## src/rtl/pulse_gen_pkg.sv

```systemverilog
// Shared types and constants for the pulse-sequencer family.
// States, default parameter values and nominal timing constants at 40 MHz.
package pulse_gen_pkg;

  typedef enum logic [1:0] {
    IDLE = 2'd0,
    HIGH = 2'd1,
    LOW  = 2'd2,
    COOL = 2'd3
  } state_e;

  localparam int unsigned DEF_NPULSE_MAX = 4;
  localparam int unsigned DEF_CNT_W      = 32;
  localparam int unsigned DEF_DT_W       = 10;
  localparam logic [3:0]  DEF_GATE_MASK  = 4'b1110;

  localparam int unsigned DEAD_7US = 280;
  localparam int unsigned COOL_5S  = 200_000_000;

endpackage

```

## src/rtl/deadtime_ramp.sv

```systemverilog
// Dead-time interlock: a saturating up/down ramp that only lets the high side on when
// fully charged and the low side on when fully discharged.
module deadtime_ramp
  import pulse_gen_pkg::*;
#(
  parameter int unsigned DT_W = DEF_DT_W
) (
  input  logic            clk,
  input  logic            rst_n,
  input  logic            cmd,
  input  logic [DT_W-1:0] dead_cyc,
  input  logic            enable,
  output logic            k_hi,
  output logic            k_lo
);

  logic [DT_W-1:0] ramp_r;
  logic [DT_W-1:0] ramp_nxt_s;

  // Ramp next value: climb toward dead_cyc while commanded, otherwise decay to zero.
  always_comb begin
    ramp_nxt_s = ramp_r;
    if (cmd) begin
      if (ramp_r < dead_cyc) begin
        ramp_nxt_s = ramp_r + DT_W'(1);
      end else begin
        ramp_nxt_s = dead_cyc;
      end
    end else begin
      if (ramp_r != {DT_W{1'b0}}) begin
        ramp_nxt_s = ramp_r - DT_W'(1);
      end else begin
        ramp_nxt_s = {DT_W{1'b0}};
      end
    end
  end

  // Ramp and gate registers; a zero dead time disables both gates so they can never overlap.
  always_ff @(posedge clk or negedge rst_n) begin
    if (!rst_n) begin
      ramp_r <= {DT_W{1'b0}};
      k_hi   <= 1'b0;
      k_lo   <= 1'b0;
    end else begin
      ramp_r <= ramp_nxt_s;
      k_hi   <= (ramp_r == dead_cyc) && (dead_cyc != {DT_W{1'b0}});
      k_lo   <= (ramp_r == {DT_W{1'b0}}) && enable && (dead_cyc != {DT_W{1'b0}});
    end
  end

endmodule

```

## src/rtl/multi_pulse_gen.sv

```systemverilog
// N-pulse gate-drive sequencer: synchronised trigger, burst FSM with phase counter and a
// frozen configuration snapshot, feeding a dead-time interlock for the complementary gates.
module multi_pulse_gen
  import pulse_gen_pkg::*;
#(
  parameter int unsigned           NPULSE_MAX = DEF_NPULSE_MAX,
  parameter int unsigned           CNT_W      = DEF_CNT_W,
  parameter int unsigned           DT_W       = DEF_DT_W,
  parameter logic [NPULSE_MAX-1:0] GATE_MASK  = DEF_GATE_MASK
) (
  input  logic                              clk,
  input  logic                              rst_n,
  input  logic                              trig,
  input  logic                              enable,
  input  logic                              abort,
  input  logic [$clog2(NPULSE_MAX+1)-1:0]   num_pulses,
  input  logic [NPULSE_MAX*CNT_W-1:0]       t_high,
  input  logic [CNT_W-1:0]                  t_low,
  input  logic [CNT_W-1:0]                  t_cool,
  input  logic [DT_W-1:0]                   dead_cyc,
  output logic                              k_hi,
  output logic                              k_lo,
  output logic                              busy,
  output logic                              done,
  output logic [$clog2(NPULSE_MAX)-1:0]     pulse_idx
);

  localparam int unsigned NP_W  = $clog2(NPULSE_MAX + 1);
  localparam int unsigned IDX_W = $clog2(NPULSE_MAX);

  logic                        trig_s1_r, trig_s2_r, trig_s3_r;
  logic                        trig_rise_s;
  state_e                      state_r, state_nxt_s;
  logic [CNT_W-1:0]            cnt_r, cnt_nxt_s;
  logic [IDX_W-1:0]            idx_r, idx_nxt_s;
  logic                        done_r, done_nxt_s;
  logic                        load_s;
  logic [NP_W-1:0]             n_r, n_clamp_s;
  logic [NPULSE_MAX*CNT_W-1:0] th_r;
  logic [CNT_W-1:0]            tl_r, tc_r;
  logic [DT_W-1:0]             dead_r;
  logic [CNT_W-1:0]            cur_len_s;
  logic                        phase_end_s;
  logic                        last_pulse_s;
  logic                        cmd_s;

  function automatic logic [CNT_W-1:0] sat_inc(input logic [CNT_W-1:0] v);
    if (v == {CNT_W{1'b1}}) begin
      return v;
    end else begin
      return v + CNT_W'(1);
    end
  endfunction

  // Two-flop synchroniser plus a third flop for rising-edge detection.
  always_ff @(posedge clk or negedge rst_n) begin
    if (!rst_n) begin
      trig_s1_r <= 1'b0;
      trig_s2_r <= 1'b0;
      trig_s3_r <= 1'b0;
    end else begin
      trig_s1_r <= trig;
      trig_s2_r <= trig_s1_r;
      trig_s3_r <= trig_s2_r;
    end
  end

  assign trig_rise_s  = trig_s2_r & ~trig_s3_r;
  assign n_clamp_s    = (num_pulses > NP_W'(NPULSE_MAX)) ? NP_W'(NPULSE_MAX) : num_pulses;
  assign last_pulse_s = (NP_W'(idx_r) + NP_W'(1)) >= n_r;
  // A zero-length phase behaves like a one-cycle phase.
  assign phase_end_s  = (cur_len_s <= CNT_W'(1)) || (cnt_r >= (cur_len_s - CNT_W'(1)));
  assign cmd_s        = (state_r == HIGH) && !(GATE_MASK[idx_r] && !enable);

  // Length of the phase currently being timed, taken from the frozen snapshot.
  always_comb begin
    cur_len_s = {CNT_W{1'b0}};
    case (state_r)
      HIGH:    cur_len_s = th_r[idx_r*CNT_W +: CNT_W];
      LOW:     cur_len_s = tl_r;
      COOL:    cur_len_s = tc_r;
      default: cur_len_s = {CNT_W{1'b0}};
    endcase
  end

  // Burst sequencing; abort overrides everything, including a coincident trigger.
  always_comb begin
    state_nxt_s = state_r;
    cnt_nxt_s   = cnt_r;
    idx_nxt_s   = idx_r;
    done_nxt_s  = 1'b0;
    load_s      = 1'b0;
    if (abort) begin
      state_nxt_s = IDLE;
      cnt_nxt_s   = {CNT_W{1'b0}};
    end else begin
      case (state_r)
        IDLE: begin
          if (trig_rise_s && (num_pulses != {NP_W{1'b0}})) begin
            load_s      = 1'b1;
            state_nxt_s = HIGH;
            cnt_nxt_s   = {CNT_W{1'b0}};
            idx_nxt_s   = {IDX_W{1'b0}};
          end else begin
            state_nxt_s = IDLE;
          end
        end
        HIGH: begin
          if (phase_end_s) begin
            cnt_nxt_s   = {CNT_W{1'b0}};
            state_nxt_s = last_pulse_s ? COOL : LOW;
          end else begin
            cnt_nxt_s = sat_inc(cnt_r);
          end
        end
        LOW: begin
          if (phase_end_s) begin
            cnt_nxt_s   = {CNT_W{1'b0}};
            idx_nxt_s   = idx_r + IDX_W'(1);
            state_nxt_s = HIGH;
          end else begin
            cnt_nxt_s = sat_inc(cnt_r);
          end
        end
        COOL: begin
          if (phase_end_s) begin
            cnt_nxt_s   = {CNT_W{1'b0}};
            state_nxt_s = IDLE;
            done_nxt_s  = 1'b1;
          end else begin
            cnt_nxt_s = sat_inc(cnt_r);
          end
        end
        default: begin
          state_nxt_s = IDLE;
          cnt_nxt_s   = {CNT_W{1'b0}};
        end
      endcase
    end
  end

  // FSM state, phase counter, pulse index and done strobe.
  always_ff @(posedge clk or negedge rst_n) begin
    if (!rst_n) begin
      state_r <= IDLE;
      cnt_r   <= {CNT_W{1'b0}};
      idx_r   <= {IDX_W{1'b0}};
      done_r  <= 1'b0;
    end else begin
      state_r <= state_nxt_s;
      cnt_r   <= cnt_nxt_s;
      idx_r   <= idx_nxt_s;
      done_r  <= done_nxt_s;
    end
  end

  // Configuration snapshot taken at burst start and held until the next accepted trigger.
  always_ff @(posedge clk or negedge rst_n) begin
    if (!rst_n) begin
      n_r    <= {NP_W{1'b0}};
      th_r   <= {(NPULSE_MAX*CNT_W){1'b0}};
      tl_r   <= {CNT_W{1'b0}};
      tc_r   <= {CNT_W{1'b0}};
      dead_r <= {DT_W{1'b0}};
    end else if (load_s) begin
      n_r    <= n_clamp_s;
      th_r   <= t_high;
      tl_r   <= t_low;
      tc_r   <= t_cool;
      dead_r <= dead_cyc;
    end
  end

  deadtime_ramp #(
    .DT_W(DT_W)
  ) u_ramp (
    .clk      (clk),
    .rst_n    (rst_n),
    .cmd      (cmd_s),
    .dead_cyc (dead_r),
    .enable   (enable),
    .k_hi     (k_hi),
    .k_lo     (k_lo)
  );

  assign busy      = (state_r != IDLE);
  assign done      = done_r;
  assign pulse_idx = idx_r;

endmodule

```

## config.mk

```make
export PLATFORM = sky130hd
export DESIGN_NAME = multi_pulse_gen
export DESIGN_NICKNAME = d
export VERILOG_FILES = /design/src/rtl/pulse_gen_pkg.sv /design/src/rtl/deadtime_ramp.sv /design/src/rtl/multi_pulse_gen.sv
export SDC_FILE = /design/constraint.sdc
export NUM_CORES = 1
export LEC_CHECK = 0
export CORE_ASPECT_RATIO = 0.6
export CORE_UTILIZATION = 40
export CTS_BUF_LIST = sky130_fd_sc_hd__clkbuf_2 sky130_fd_sc_hd__clkbuf_4 sky130_fd_sc_hd__clkbuf_8
export CTS_CLUSTER_DIAMETER = 80
export DETAILED_ROUTE_END_ITERATION = 16
export SLEW_MARGIN = 30
export SYNTH_ARGS = -nofsm -noshare
export SYNTH_HDL_FRONTEND = slang
export SYNTH_HIERARCHICAL = 1
export SYNTH_SLANG_ARGS = --single-unit
```

## constraint.sdc

```tcl
create_clock -name clk -period 9.4 [get_ports clk]
set_input_delay 1.88 -clock clk [delete_from_list [all_inputs] [get_ports clk]]
set_output_delay 1.88 -clock clk [all_outputs]
set_load 0.1 [all_outputs]
```

==> results of run 1 <==
[through the flow]
stage               cell area, um2  util, %  total power [mW]  hold WS [ps]
floorplan                    14000        -              3.66           331
global placement             16500     48.5              4.23           332
detailed placement           16500     48.5              4.29           337
CTS                          17500     51.2              5.40           334
global route                 17500     51.3              5.76           367
finish                       17500     51.3              5.36           353
[cell usage in the layout (no fill, tap or decap), types with 5 or more instances in the layout]
| master | count |
|---|---|
| o22ai_1 | 15 |
| a22oi_1 | 15 |
| or3_1 | 13 |
| buf_4 | 6 |
| clkbuf_8 | 53 |
| nand4_1 | 22 |
| nand3_1 | 31 |
| clkbuf_4 | 15 |
| nor3_1 | 21 |
| a21oi_1 | 44 |
| ha_1 | 52 |
| mux2i_1 | 40 |
| dfrtp_1 | 253 |
| clkinv_2 | 7 |
| a31oi_1 | 7 |
| nor4_1 | 9 |
| a21o_1 | 17 |
| and3_1 | 7 |
| nand2_1 | 49 |
| o21ai_1 | 5 |
| nand2b_1 | 6 |
| inv_1 | 30 |
| clkdlybuf4s50_1 | 212 |
| a211oi_1 | 8 |
| o21ai_0 | 36 |
| nor3b_1 | 6 |
| o211ai_1 | 6 |
| xor2_1 | 20 |
| mux4_2 | 16 |
| and2_1 | 5 |
| xnor2_1 | 21 |
| o21a_1 | 8 |
| nor2_1 | 46 |
| mux2_2 | 237 |
| a41oi_1 | 8 |
[layout make-up]
class                   instances  area, um2  share of cell area (%)
well taps                     459        574                    3.28
inverters                      31        116                   0.665
clock buffers                  68        842                    4.81
clock inverters                10       92.6                   0.529
repair buffers                225       2290                    13.1
flip-flops and latches        257       6440                    36.8
multi-input cells             834       7150                    40.9
diodes                          1       2.50                  0.0143
[power by group through the flow]
stage | registers [mW] | clock network (mW) | logic, mW
final | 1.96 | 1.08 | 2.33
after floorplan | 1.80 | 0 | 1.86
after CTS | 1.96 | 1.11 | 2.33
after detailed placement | 1.98 | 0 | 2.32
after global placement | 1.97 | 0 | 2.26
after global routing | 2.03 | 1.16 | 2.57
[logic make-up after synthesis]
| family | after synthesis | share of synthesized area, % |
|---|---|---|
| and+or+nand+nor | 245 | 9.53 |
| DFF | 257 | 45.9 |
| buffers and inverters | 97 | 3.22 |
| AOI/OAI and AO/OA | 201 | 9.56 |
| muxes | 295 | 24.6 |
| adders and majority gates | 52 | 4.64 |
| xor gates and xnor gates | 41 | 2.56 |
[critical path: cells and delay by family, from the launching register on]
family / cells / cell delay [ps]
AOI/OAI and AO/OA: 8 / 2070
adders and majority gates: 1 / 320
xor gates and xnor gates: 1 / 160
and+or+nand+nor: 6 / 2140
DFF: 1 / 900
muxes: 1 / 590
[sequential cells by signal, indices dropped and copies added (netlist names)]
name,count
cnt_r,32
dead_r,10
done,1
n_r,3
pulse_idx,2
state_r,2
tc_r,32
th_r,128
tl_r,32
trig_s1_r,1
trig_s2_r,1
trig_s3_r,1
u_ramp/k_hi,1
u_ramp/k_lo,1
u_ramp/ramp_r,10
[path summary, 6_finish.rpt]
kind | startpoint | endpoint | slack, ps | cells after the start
worst max register to register | pulse_idx[0]$_DFFE_PN0P_ | cnt_r[25]$_DFFE_PN0P_ | 3110 | 17
worst min register to register | trig_s2_r$_DFF_PN0_ | trig_s3_r$_DFF_PN0_ | 350 | 0
min in group asynchronous | rst_n | th_r[104]$_DFFE_PN0P_ | 1290 | 1
max in group asynchronous | rst_n | tl_r[27]$_DFFE_PN0P_ | 6780 | 3
worst min-delay path | trig_s2_r$_DFF_PN0_ | trig_s3_r$_DFF_PN0_ | 350 | 0
worst max-delay path | pulse_idx[0]$_DFFE_PN0P_ | cnt_r[25]$_DFFE_PN0P_ | 3110 | 17
[per-layer routing]
layer / GRT usage, % / up-vias / wire length, um
met5: 0 / - / 34
met4: 5.56 / 6 / 832
met3: 5.75 / 57 / 2780
met2: 30.9 / 282 / 15800
met1: 32.2 / 5126 / 18400
li1: - / 4832 / -
==> impl_metrics.toml, run 1 <==
[synthesis]
yosysWarnings = 6
synth_area_um2 = 14000
async_flop_share_pct = 100
ys_dominant_reg_cell = "dfrtp_1"
netlist.area_leader.share_pct = 45.9
yosysUniqueCellTypes = 75
synth_most_common_cell = "dfrtp_1"
syn_inst = 1188
yosysSeqAreaShare_pct = 45.9
yosys.area.top_type = "dfrtp_1"
synthTopCellsByCount = "257 x dfrtp_1, 237 x mux2_2, 52 x ha_1"
avgSynthCellArea_um2 = 11.8
ys_ff_latch = 257
synth_edf_count = 0
synth.area.top_cells = "dfrtp_1 46%, mux2_2 19%, ha_1 4.6%, mux2i_1 2.9%, mux4_2 2.6%"
synth_fp_nets = 1450

[die]
initial_core_util_pct = 41.1
die_x_um = 244
die_area_um2 = 35800
io_pins = 216
placementRows = 52
core-area_um2 = 34100
die_h_um = 147

[critical_path]
cpPeakStageDelay_ps = 900
crit_arrival_ps = 6770
start_kind = "flip-flop"
cp.required_ps = 9880
endpoint_kind = "flip-flop"
path_cells = "mux4_2, a22oi_1, nand3_1, a211oi_2, a21boi_2, and3b_1, nand4_1, xnor2_1, ha_1, a21o_1, a21o_1, a2111oi_0, o21ai_0, nor3_1, nand3_1, or3_1, o21ai_0"
critPathMaxFanout = 27
critical_path_class = "reg2reg"
cpMaxStageDelayCell = "dfrtp_2"

[flow_run]
drv_cap = 0

[global_routing]
antenna_found_initial = 5
grt_pass1_vias = 10497
grt_pass1_wl_mm = 60.5
grt_max_degree = 166
grt_use_total_pct = 21.6
grt_overflow = 0

[status]
status = "complete, no violations"

[route]
drc = 0
vias = 10303
ant_nets = 0
dr.pass1.iters = 5
routed_via_density = 5.47
drt_wl_total_mm = 37.9
drtIter0Drc = 783
wl_per_cell_um = 20.1

[clock_network]
path_clk_slew_ps = 70
cts_buffer_depth = 3
cts_sinks = 257
htree_levels = 2
hold_buffers = 0
cts_tree = "done"
cts_buffers = 43
post-cts-setup-buffer-count = 0
clk_latency_ps = 590
cts_resized = 0
cts_root_buf = "clkbuf_8"

[sta]
finalSetupTns_ps = 0
relSlewSlack_pct = 33.0
tightest_slew_ps = 1000
finalSetupViolations = 0
setup_ws_ps = 3110
fmax_mhz = 159
min_period_ps = 6290
period_share_pct = 66.9
rsz0062_at_grt = "no"
slew_viol_final = 0
clock-skew-final_ps = 48.4
hold_viol = 0

[final_layout]
syn2layout_area_growth_pct = 24.8
fin_cells = 1885
fin_nets = 1654
drive_gt1_share_pct = 26.2
fillers = 3053

[pwr]
intPower_mw = 3.37
irDropWorstVdd_mv = 0.128
share_comb_of_total_power_pct = 43.4
swShare_pct = 37.2
powerDensity_nw_per_um2 = 307
power_leakage_nw = 7.18
seq_power_share_pct = 36.5
p_clk_share_pct = 20.0
power_switching_mw = 2.00

[placement]
placedCellCount = 1805
gp_congestion = 0.842
place_ws_ps = 3180
io_buffers = 215
place_hpwl_mm = 27.4

[hold_path]
hp-class = "reg2reg"
(Power assumes the default switching activity.)
==> inputs of run 2 (changes only) <==
==> constraint.sdc (replaced) <==
create_clock -name clk -period 5.1 [get_ports clk]
set_input_delay 1.02 -clock clk [delete_from_list [all_inputs] [get_ports clk]]
set_output_delay 1.02 -clock clk [all_outputs]
set_load 0.1 [all_outputs]
==> run 2 against run 1 <==
- clock skew down 14 ps
- first-iteration DRC count grew 7.0%
- critical path type unchanged
- global-route usage increased by 0.62 points
- combinational power up 110%
- non-clock buffer count increased by 47
- utilization rose by 1.5 points
- total power up 92%
- clock power increased by 80%
- highest routed layer is now met4
- cell count rose by 2.5%
- wire length up 5.5%
==> impl_metrics.toml, run 2 (same netlist as run 1, synthesis figures left out) <==
[clock_network]
htree_levels = 2
cts_buffer_depth = 3
path_clk_slew_ps = 70
cts_sinks = 257
cts_tree = "done"
hold_buffers = 0
clk_latency_ps = 580
cts_buffers = 43
cts_root_buf = "clkbuf_8"

[critical_path]
start_kind = "flip-flop"
crit_arrival_ps = 5380
r2r-start = "pulse_idx[1]$_DFFE_PN0P_"
endpoint_kind = "flip-flop"
r2r_cells = 21
crit_top_cell = "buf_4"
cpMaxStageDelayCell = "dfrtp_2"
reg2reg_to = "pulse_idx[0]$_DFFE_PN0P_"
critPathMaxFanout = 15
cpPeakStageDelay_ps = 520
path_cells = "buf_12, mux4_2, a22oi_2, nand3_2, a211oi_2, a21boi_2, buf_4, nand4_1, nor3_2, xor2_1, ha_1, nand2_1, o21bai_1, a21oi_1, or3_1, a31oi_1, o31ai_1, buf_4, nand3b_2, mux2_2, a22o_1"
cp.required_ps = 5560
critical_path_class = "reg2reg"
rrSetupSlack_ps = 180

[die]
initial_core_util_pct = 41.1
die_h_um = 147
core-area_um2 = 34100
die_x_um = 244
die_area_um2 = 35800
placementRows = 52
io_pins = 216

[final_layout]
syn2layout_area_growth_pct = 28.4
largest_reg_flops = 128
fin_nets = 1704
stdcell_area_um2 = 18000
most-common-layout-cells = "253 x dfrtp_1, 237 x mux2_2, 214 x clkdlybuf4s50_1"
final_common_cell = "dfrtp_1"
drive_gt1_share_pct = 29.1
top_register = "th_r"

[global_routing]
grt_use_total_pct = 22.3
grt_max_degree = 115
antenna_found_initial = 3
grt_pass1_vias = 10645
grt_pass1_wl_mm = 61.7
grt_overflow = 0

[pwr]
power_switching_mw = 3.85
swShare_pct = 37.4
share_comb_of_total_power_pct = 46.5
total_power_mw = 10.3
irDropWorstVdd_mv = 0.258
powerDensity_nw_per_um2 = 573
intPower_mw = 6.46
p_clk_share_pct = 18.8
seq_power_share_pct = 34.7
power_leakage_nw = 7.43

[sta]
setup_ws_ps = 183
finalSetupViolations = 0
whs_ps = 323
slew_viol_final = 0
fmax_mhz = 203
min_period_ps = 4920
clock-skew-final_ps = 34.6
hold_viol = 0
period_share_pct = 96.4
relSlewSlack_pct = 35.1
tightest_slew_ps = 971

[route]
dr.pass1.iters = 5
routed_via_density = 5.47
wl_per_cell_um = 20.7
drtIter0Drc = 838
drc = 0
ant_nets = 0
drt_wl_total_mm = 39.9
vias = 10564

[placement]
io_buffers = 215
place_hpwl_mm = 28.9
placed_area_um2 = 16900
gp_congestion = 0.894
place_ws_ps = -29.9

[hold_path]
hp-class = "in2async"

[status]
status = "complete, no violations"

[flow_run]
drv_cap = 0
## run 2: how the worst max path moves through the flow
stage	from	end	slack, ps	cells after the start
after detailed placement	pulse_idx[0]$_DFFE_PN0P_	cnt_r[22]$_DFFE_PN0P_	-30	17
final	pulse_idx[1]$_DFFE_PN0P_	pulse_idx[0]$_DFFE_PN0P_	180	21
after floorplan	pulse_idx[1]$_DFFE_PN0P_	cnt_r[6]$_DFFE_PN0P_	30	22
after CTS	pulse_idx[0]$_DFFE_PN0P_	cnt_r[1]$_DFFE_PN0P_	60	20
after global placement	pulse_idx[0]$_DFFE_PN0P_	cnt_r[1]$_DFFE_PN0P_	40	20
after global routing	pulse_idx[1]$_DFFE_PN0P_	cnt_r[12]$_DFFE_PN0P_	-30	22
## run 2: power by group through the flow
stage	Sequential, mW	Combinational, mW	Clock, mW
floorplan	3.32	3.42	0
global placement	3.58	4.50	0
detailed placement	3.60	4.59	0
CTS	3.57	4.63	2.00
global route	3.70	5.24	2.09
finish	3.58	4.79	1.94
## run 2: per-stage QoR
| step | utilization (%) | setup TNS [ps] | cells |
|---|---|---|---|
| 6_report | 52.8 | 0 | 1932 |
| 5_1_grt | 52.8 | -117 | 1928 |
| 4_1_cts | 52.2 | 0 | 1916 |
| 3_5_place_dp | 49.6 | -143 | 1844 |
| 3_3_place_gp | 49.5 | 0 | 1844 |
| 2_1_floorplan | - | 0 | 1188 |
## run 2: timing repair
| action | CTS | global route |
|---|---|---|
| endpoints found under the hold margin | 0 | 0 |
| buffers inserted | 0 | 7 |
| endpoints found under the setup margin | 20 | 36 |
| pin swaps | 0 | 6 |
| gates resized for setup | 1 | 18 |
| gates cloned | 0 | 4 |
## run 2: per-layer routing
layer | track usage, % | vias to the layer above | wire length, um
li1 | - | 4932 | -
met1 | 33.2 | 5232 | 19600
met2 | 31.0 | 335 | 16200
met3 | 6.59 | 65 | 3190
met4 | 6.22 | 0 | 898
met5 | 0 | - | 0
## run 2: critical path, delay by kind of cell (launching register included)
family / cells / cell delay, ps
AO/OA/AOI/OAI: 8 / 1540
XOR/XNOR: 1 / 100
adder cells (fa/ha/maj): 1 / 330
buffers and inverters: 3 / 530
flip-flops: 1 / 520
multiplexers: 2 / 710
AND/OR/NAND/NOR: 6 / 1030
## run 2: area by class of cell
| class | instances | area [um2] |
|---|---|---|
| inverters | 31 | 116 |
| clock buffers | 65 | 826 |
| multi-input cells | 837 | 7250 |
| flip-flops and latches | 257 | 6440 |
| diodes | 4 | 10.0 |
| well taps | 459 | 574 |
| repair buffers | 272 | 2730 |
| clock inverters | 7 | 66.3 |
| fillers | 2981 | 16100 |
